--- config.mk ---
export PLATFORM = sky130hd
export DESIGN_NAME = uart_tx_arbiter_flat
export DESIGN_NICKNAME = d
export VERILOG_FILES = /design/src/rtl/uart_tx_arbiter_if.sv /design/src/rtl/uart_tx_arbiter.sv /design/src/flat_wrapper.sv
export SDC_FILE = /design/constraint.sdc
export NUM_CORES = 1
export LEC_CHECK = 0
export ABC_AREA = 1
export BUFFER_PORTS_ARGS = -buffer_cell sky130_fd_sc_hd__buf_2
export CAP_MARGIN = 20
export CORE_MARGIN = 2
export CORE_UTILIZATION = 46
export CTS_BUF_LIST = sky130_fd_sc_hd__clkbuf_4
export CTS_CLUSTER_SIZE = 10
export DETAILED_ROUTE_END_ITERATION = 7
export PLACE_DENSITY = 0.73
export SYNTH_ARGS = -nofsm -noshare
export SYNTH_HDL_FRONTEND = slang
export SYNTH_SLANG_ARGS = --single-unit
--- constraint.sdc ---
create_clock -name clk -period 5.6 [get_ports clk]
set_clock_uncertainty 0.15 [all_clocks]
set_input_delay 0.84 -clock clk [delete_from_list [all_inputs] [get_ports clk]]
set_output_delay 0.84 -clock clk [all_outputs]
set_load 0.01 [all_outputs]
--- src/rtl/uart_tx_arbiter_if.sv ---
// Bus bundle between the requesters / UART transmitter and the arbiter.
// The master side is the bus logic plus transmitter; the slave side is the arbiter.
interface uart_tx_arbiter_if #(
  parameter int NUM_REQ    = 4,
  parameter int DATA_WIDTH = 8
);

  logic [NUM_REQ-1:0]            req;
  logic [NUM_REQ*DATA_WIDTH-1:0] req_data;
  logic [NUM_REQ-1:0]            req_last;
  logic [NUM_REQ-1:0]            req_ack;
  logic [NUM_REQ-1:0]            grant;
  logic                          frame_abort;
  logic                          busy;
  logic                          tx_start;
  logic [DATA_WIDTH-1:0]         tx_data;
  logic                          tx_done;

  modport master (
    output req, req_data, req_last, tx_done,
    input  req_ack, grant, frame_abort, busy, tx_start, tx_data
  );

  modport slave (
    input  req, req_data, req_last, tx_done,
    output req_ack, grant, frame_abort, busy, tx_start, tx_data
  );

endinterface

--- src/rtl/uart_tx_arbiter.sv ---
// Round-robin arbiter sharing one UART transmitter between NUM_REQ requesters.
// One requester owns the link per frame; frames end on last, on MAX_FRAME bytes,
// or when the owner drops req. Every frame is followed by GAP_CLOCKS idle clocks.
module uart_tx_arbiter #(
  parameter int NUM_REQ    = 4,
  parameter int DATA_WIDTH = 8,
  parameter int MAX_FRAME  = 16,
  parameter int GAP_CLOCKS = 16
) (
  input  logic             clk,
  input  logic             rstn,
  uart_tx_arbiter_if.slave bus
);

  localparam int PTR_W = (NUM_REQ > 1) ? $clog2(NUM_REQ) : 1;
  localparam int CNT_W = $clog2(MAX_FRAME + 1);
  localparam int GAP_W = (GAP_CLOCKS > 1) ? $clog2(GAP_CLOCKS) : 1;

  typedef enum logic [1:0] {
    IDLE,
    SEND,
    WAIT_DONE,
    GAP
  } state_t;

  state_t                state_q, state_d;
  logic [PTR_W-1:0]      ptr_q, ptr_d;
  logic [PTR_W-1:0]      owner_q, owner_d;
  logic [NUM_REQ-1:0]    grant_q, grant_d;
  logic [CNT_W-1:0]      cnt_q, cnt_d;
  logic [GAP_W-1:0]      gap_q, gap_d;
  logic                  last_q, last_d;
  logic                  tx_start_q, tx_start_d;
  logic [NUM_REQ-1:0]    req_ack_q, req_ack_d;
  logic [DATA_WIDTH-1:0] tx_data_q, tx_data_d;
  logic                  frame_abort_q, frame_abort_d;

  logic                  win_found;
  logic [PTR_W-1:0]      win_idx;
  logic [PTR_W-1:0]      cand;

  // Find the first active request at or above the pointer, wrapping around.
  always_comb begin
    win_found = 1'b0;
    win_idx   = '0;
    cand      = '0;
    for (int i = 0; i < NUM_REQ; i++) begin
      cand = PTR_W'((int'(ptr_q) + i) % NUM_REQ);
      if (!win_found && bus.req[cand]) begin
        win_found = 1'b1;
        win_idx   = cand;
      end
    end
  end

  // Next-state and next-output logic for the grant / send / gap sequence.
  always_comb begin
    state_d       = state_q;
    ptr_d         = ptr_q;
    owner_d       = owner_q;
    grant_d       = grant_q;
    cnt_d         = cnt_q;
    gap_d         = gap_q;
    last_d        = last_q;
    tx_data_d     = tx_data_q;
    tx_start_d    = 1'b0;
    req_ack_d     = '0;
    frame_abort_d = 1'b0;

    unique case (state_q)
      IDLE: begin
        if (win_found) begin
          grant_d          = '0;
          grant_d[win_idx] = 1'b1;
          owner_d          = win_idx;
          ptr_d            = (win_idx == PTR_W'(NUM_REQ - 1)) ? '0 : win_idx + PTR_W'(1);
          cnt_d            = '0;
          state_d          = SEND;
        end
      end

      SEND: begin
        tx_start_d         = 1'b1;
        req_ack_d[owner_q] = 1'b1;
        tx_data_d          = bus.req_data[owner_q*DATA_WIDTH +: DATA_WIDTH];
        last_d             = bus.req_last[owner_q];
        cnt_d              = cnt_q + CNT_W'(1);
        state_d            = WAIT_DONE;
      end

      WAIT_DONE: begin
        if (bus.tx_done) begin
          if (last_q || (cnt_q == CNT_W'(MAX_FRAME))) begin
            grant_d = '0;
            gap_d   = '0;
            state_d = GAP;
          end else if (bus.req[owner_q]) begin
            state_d = SEND;
          end else begin
            frame_abort_d = 1'b1;
            grant_d       = '0;
            gap_d         = '0;
            state_d       = GAP;
          end
        end
      end

      GAP: begin
        if (gap_q == GAP_W'(GAP_CLOCKS - 1)) begin
          state_d = IDLE;
        end else begin
          gap_d = gap_q + GAP_W'(1);
        end
      end

      default: state_d = IDLE;
    endcase
  end

  // Register all state and outputs; reset drops the link immediately.
  always_ff @(posedge clk or negedge rstn) begin
    if (!rstn) begin
      state_q       <= IDLE;
      ptr_q         <= '0;
      owner_q       <= '0;
      grant_q       <= '0;
      cnt_q         <= '0;
      gap_q         <= '0;
      last_q        <= 1'b0;
      tx_start_q    <= 1'b0;
      req_ack_q     <= '0;
      tx_data_q     <= '0;
      frame_abort_q <= 1'b0;
    end else begin
      state_q       <= state_d;
      ptr_q         <= ptr_d;
      owner_q       <= owner_d;
      grant_q       <= grant_d;
      cnt_q         <= cnt_d;
      gap_q         <= gap_d;
      last_q        <= last_d;
      tx_start_q    <= tx_start_d;
      req_ack_q     <= req_ack_d;
      tx_data_q     <= tx_data_d;
      frame_abort_q <= frame_abort_d;
    end
  end

  assign bus.grant       = grant_q;
  assign bus.req_ack     = req_ack_q;
  assign bus.tx_start    = tx_start_q;
  assign bus.tx_data     = tx_data_q;
  assign bus.frame_abort = frame_abort_q;
  assign bus.busy        = (state_q != IDLE);

endmodule
--- src/flat_wrapper.sv ---
// flat-port wrapper written by rule: the top's interface ports become plain ports
module uart_tx_arbiter_flat 
#(
  parameter int NUM_REQ    = 4,
  parameter int DATA_WIDTH = 8,
  parameter int MAX_FRAME  = 16,
  parameter int GAP_CLOCKS = 16
)
  (clk, rstn, bus_req, bus_req_data, bus_req_last, bus_tx_done, bus_req_ack, bus_grant, bus_frame_abort, bus_busy, bus_tx_start, bus_tx_data);
  uart_tx_arbiter_if #(.NUM_REQ(NUM_REQ), .DATA_WIDTH(DATA_WIDTH)) bus_i ();
  input  logic clk;
  input  logic rstn;
  input wire logic [$bits(bus_i.req)-1:0] bus_req;
  input wire logic [$bits(bus_i.req_data)-1:0] bus_req_data;
  input wire logic [$bits(bus_i.req_last)-1:0] bus_req_last;
  input wire logic [$bits(bus_i.tx_done)-1:0] bus_tx_done;
  output wire logic [$bits(bus_i.req_ack)-1:0] bus_req_ack;
  output wire logic [$bits(bus_i.grant)-1:0] bus_grant;
  output wire logic [$bits(bus_i.frame_abort)-1:0] bus_frame_abort;
  output wire logic [$bits(bus_i.busy)-1:0] bus_busy;
  output wire logic [$bits(bus_i.tx_start)-1:0] bus_tx_start;
  output wire logic [$bits(bus_i.tx_data)-1:0] bus_tx_data;
  assign bus_i.req = bus_req;
  assign bus_i.req_data = bus_req_data;
  assign bus_i.req_last = bus_req_last;
  assign bus_i.tx_done = bus_tx_done;
  assign bus_req_ack = bus_i.req_ack;
  assign bus_grant = bus_i.grant;
  assign bus_frame_abort = bus_i.frame_abort;
  assign bus_busy = bus_i.busy;
  assign bus_tx_start = bus_i.tx_start;
  assign bus_tx_data = bus_i.tx_data;
  uart_tx_arbiter #(.NUM_REQ(NUM_REQ), .DATA_WIDTH(DATA_WIDTH), .MAX_FRAME(MAX_FRAME), .GAP_CLOCKS(GAP_CLOCKS)) u_core (.clk(clk), .rstn(rstn), .bus(bus_i));
endmodule
==> metrics.md <==
| Metric | Value |
|---|---|
| DRT iter0 DRCs | 122 |
| Worst Hold Class | reg2reg |
| Worst slew margin | 0.501 |
| FF-to-FF path depth | 15 |
| CTS buffer count | 5 |
| Area of the mapped netlist | 2050 um^2 |
| Layout cell share with drive strength beyond 1 | 0.268 |
| Routability cong. | 0.845 |
| Status | finished clean |
| Max IR drop VDD | 0.210 mV |
| Syn Nets | 324 |
| Crit path capture type | output pin |
| Critical-path cell list | nor2_1 > inv_1 > buf_2 |
| WS Path Type | reg2out |
| Pre-antenna DRT Iters | 4 |
| Die H | 70.8 um |
| Hold Path Depth | 2 |
| Least-Margin Pin Slew | 749 ps |
| Row Count | 24 |
| Non-Filler Instances | 391 |
| Post-place instance area | 2400 um^2 |
| Fin. max-slew vios | 0 |
| Initial core utilization | 0.475 |
| Setup tns final | 0 ps |
| GRT overflow | 0 |
| Unrepaired setup endpoints after global routing | false |
| P per Cell Area | 537 nW/um^2 |
| Layout net count | 388 |
| Die area | 5010 um^2 |
| Via density | 5.15 |
| Min Clock Period, post-route | 2240 ps |
| Crit path launch type | flip-flop |
| Post-CTS resize count | 0 |
| Area grow syn2layout | 19.6% |
| Most frequent cells in the layout | nand2_1 (93), buf_2 (61), dfrtp_1 (34) |
| Synth top area cells | dfrtp_1 (41%), nand2_1 (17%), inv_1 (5.7%) |
| IO Pins | 62 |
| Sequential share of the synthesized area | 0.414 |
| Via count | 2013 |
| LEAKAGE | 1.35 nW |
| Pwr Total | 1.32 mW |
| Crit-path slowest cell | dfrtp_1 |
| Die width | 70.8 um |
| Post-route cell area | 2450 um^2 |
| # clock sinks | 34 |
| Post-CTS repair timing setup buffer count | 0 |
| Clock tree buffer depth | 2 |
| Maximum clock frequency | 446 MHz |
| Max-cap check violation count | 0 |
| Final Hold Fails | 0 |
| Via count of the first global-routing pass | 1973 |
| Pin count of the biggest net entering global routing | 35 |
| Post-Syn Area per Cell | 7.49 um^2 |
| Worst-skew pair later-pin latency | 330 ps |
| Antenna-violating nets left | 0 |
| Core ar. | 4320 um^2 |
| Most common cell after layout, fill and taps aside | nand2_1 |
| Hold buffer count at CTS | 0 |
| First-pass GRT wire length | 8.40 mm |
| Synth warn | 0 |
| Final setup fails | 0 |
| CTS Root Cell | clkbuf_4 |
| CP required | 4610 ps |
| Crit path max fanout | 4 |
| Post-DP HPWL | 3.50 mm |
| CTS tree | done |
| Residual DRC | 0 |
| Total track usage | 0.207 |
| H-tree depth | 2 |
| Ant diodes | 0 |
| R2r setup slk | 3420 ps |
| Count of cell types in the netlist | 31 |
| Synth Instances | 274 |
| FF+latch count, synth | 34 |
| Post-DR wirelength/cell | 12.1 um |
| Yosys top cell area share | 0.414 |
| Placed cell count | 383 |
| Clock transition at path regs | 110 ps |
| CP arrival | 1250 ps |
| Routed WL | 4.71 mm |
| Share of the clock period used by the worst path | 0.401 |
| Largest area contributor in the netlist | dfrtp_1 |
| Port bufs | 61 |
| Initial antenna violation count | 0 |
| Largest stage delay, worst path | 420 ps |
[stage by stage]
| step | hold WS (ps) | setup WS (ps) | util |
|---|---|---|---|
| detailed placement | 319 | 3070 | 0.555 |
| CTS | 351 | 3320 | 0.568 |
| global route | 377 | 3170 | 0.568 |
| floorplan | 318 | 3370 | - |
| global placement | 313 | 3150 | 0.555 |
| finish | 348 | 3360 | 0.568 |
[critical path: cells and delay by family (launching register included)]
family | cells | cell delay (ps)
simple gates | 1 | 290
buf+inv | 2 | 210
flops | 1 | 420
[power breakdown]
group	switching, mW	internal (mW)	leakage [nW]
Clock	0.0819	0.0520	0.0331
Sequential	0.0774	0.337	0.430
Combinational	0.497	0.273	0.887
Total	0.657	0.662	1.35
[synth_stat cells]
cell	count
inv_6	1
inv_1	31
nand2_1	93
nand2_2	6
clkbuf_1	1
dfrtp_1	34
inv_4	1
nand4_1	5
buf_6	1
ha_1	7
nand3_2	2
nor3b_1	1
o21ai_1	2
a21oi_1	6
and2_1	1
o21ai_2	5
nor2_1	19
clkinv_1	2
o21ai_0	6
nor2_4	2
nand3_1	21
a22oi_1	8
nand2_4	2
a31oi_1	3
a41oi_1	4
o31ai_1	1
buf_2	3
nor3_1	2
or2_2	1
nor2_2	2
xor2_1	1
[registers in the layout (all words and copies together), names as in the netlist]
signal and count:
u_core.bus.grant 4, u_core.last_q 1, u_core.bus.frame_abort 1, u_core.owner_q 2
u_core.bus.tx_data 8, u_core.state_q 2, u_core.bus.req_ack 4, u_core.ptr_q 2
u_core.gap_q 4, u_core.bus.tx_start 1, u_core.cnt_q 5
[per-layer routing]
layer  up-vias  GRT usage  share of wire
met5         -          0              0
met2        67      0.348           0.48
met4         0     0.0650         0.0042
met1       927      0.265           0.46
li1       1017          -              -
met3         2     0.0484          0.056
[logic make-up after synthesis]
family,synth area share
buffers and inverters,0.0823
AO/OA/AOI/OAI,0.115
adder cells (fa/ha/maj),0.0427
flip-flops,0.414
AND/OR/NAND/NOR,0.342
XOR/XNOR,0.00427
[path summary, 6_finish.rpt]
check	to	startpoint
worst min-delay path	u_core.bus.tx_data[6]	u_core.bus.tx_data[6]
worst max register to register	u_core.bus.grant[0]	u_core.ptr_q[0]
worst min register to register	u_core.bus.tx_data[6]	u_core.bus.tx_data[6]
max in group asynchronous	u_core.bus.grant[2]	rstn
min in group asynchronous	u_core.bus.req_ack[2]	rstn
worst max-delay path	bus_busy	u_core.state_q[1]
[layout make-up]
type | instances | area [um^2]
inverters | 35 | 139
well taps | 52 | 65.1
multi-input cells | 200 | 1030
flip-flops and latches | 34 | 851
fillers | 429 | 1870
clock buffers | 6 | 45.0
repair buffers | 62 | 313
clock inverters | 2 | 8.76
Note: power is estimated with default switching activity, not from simulation.
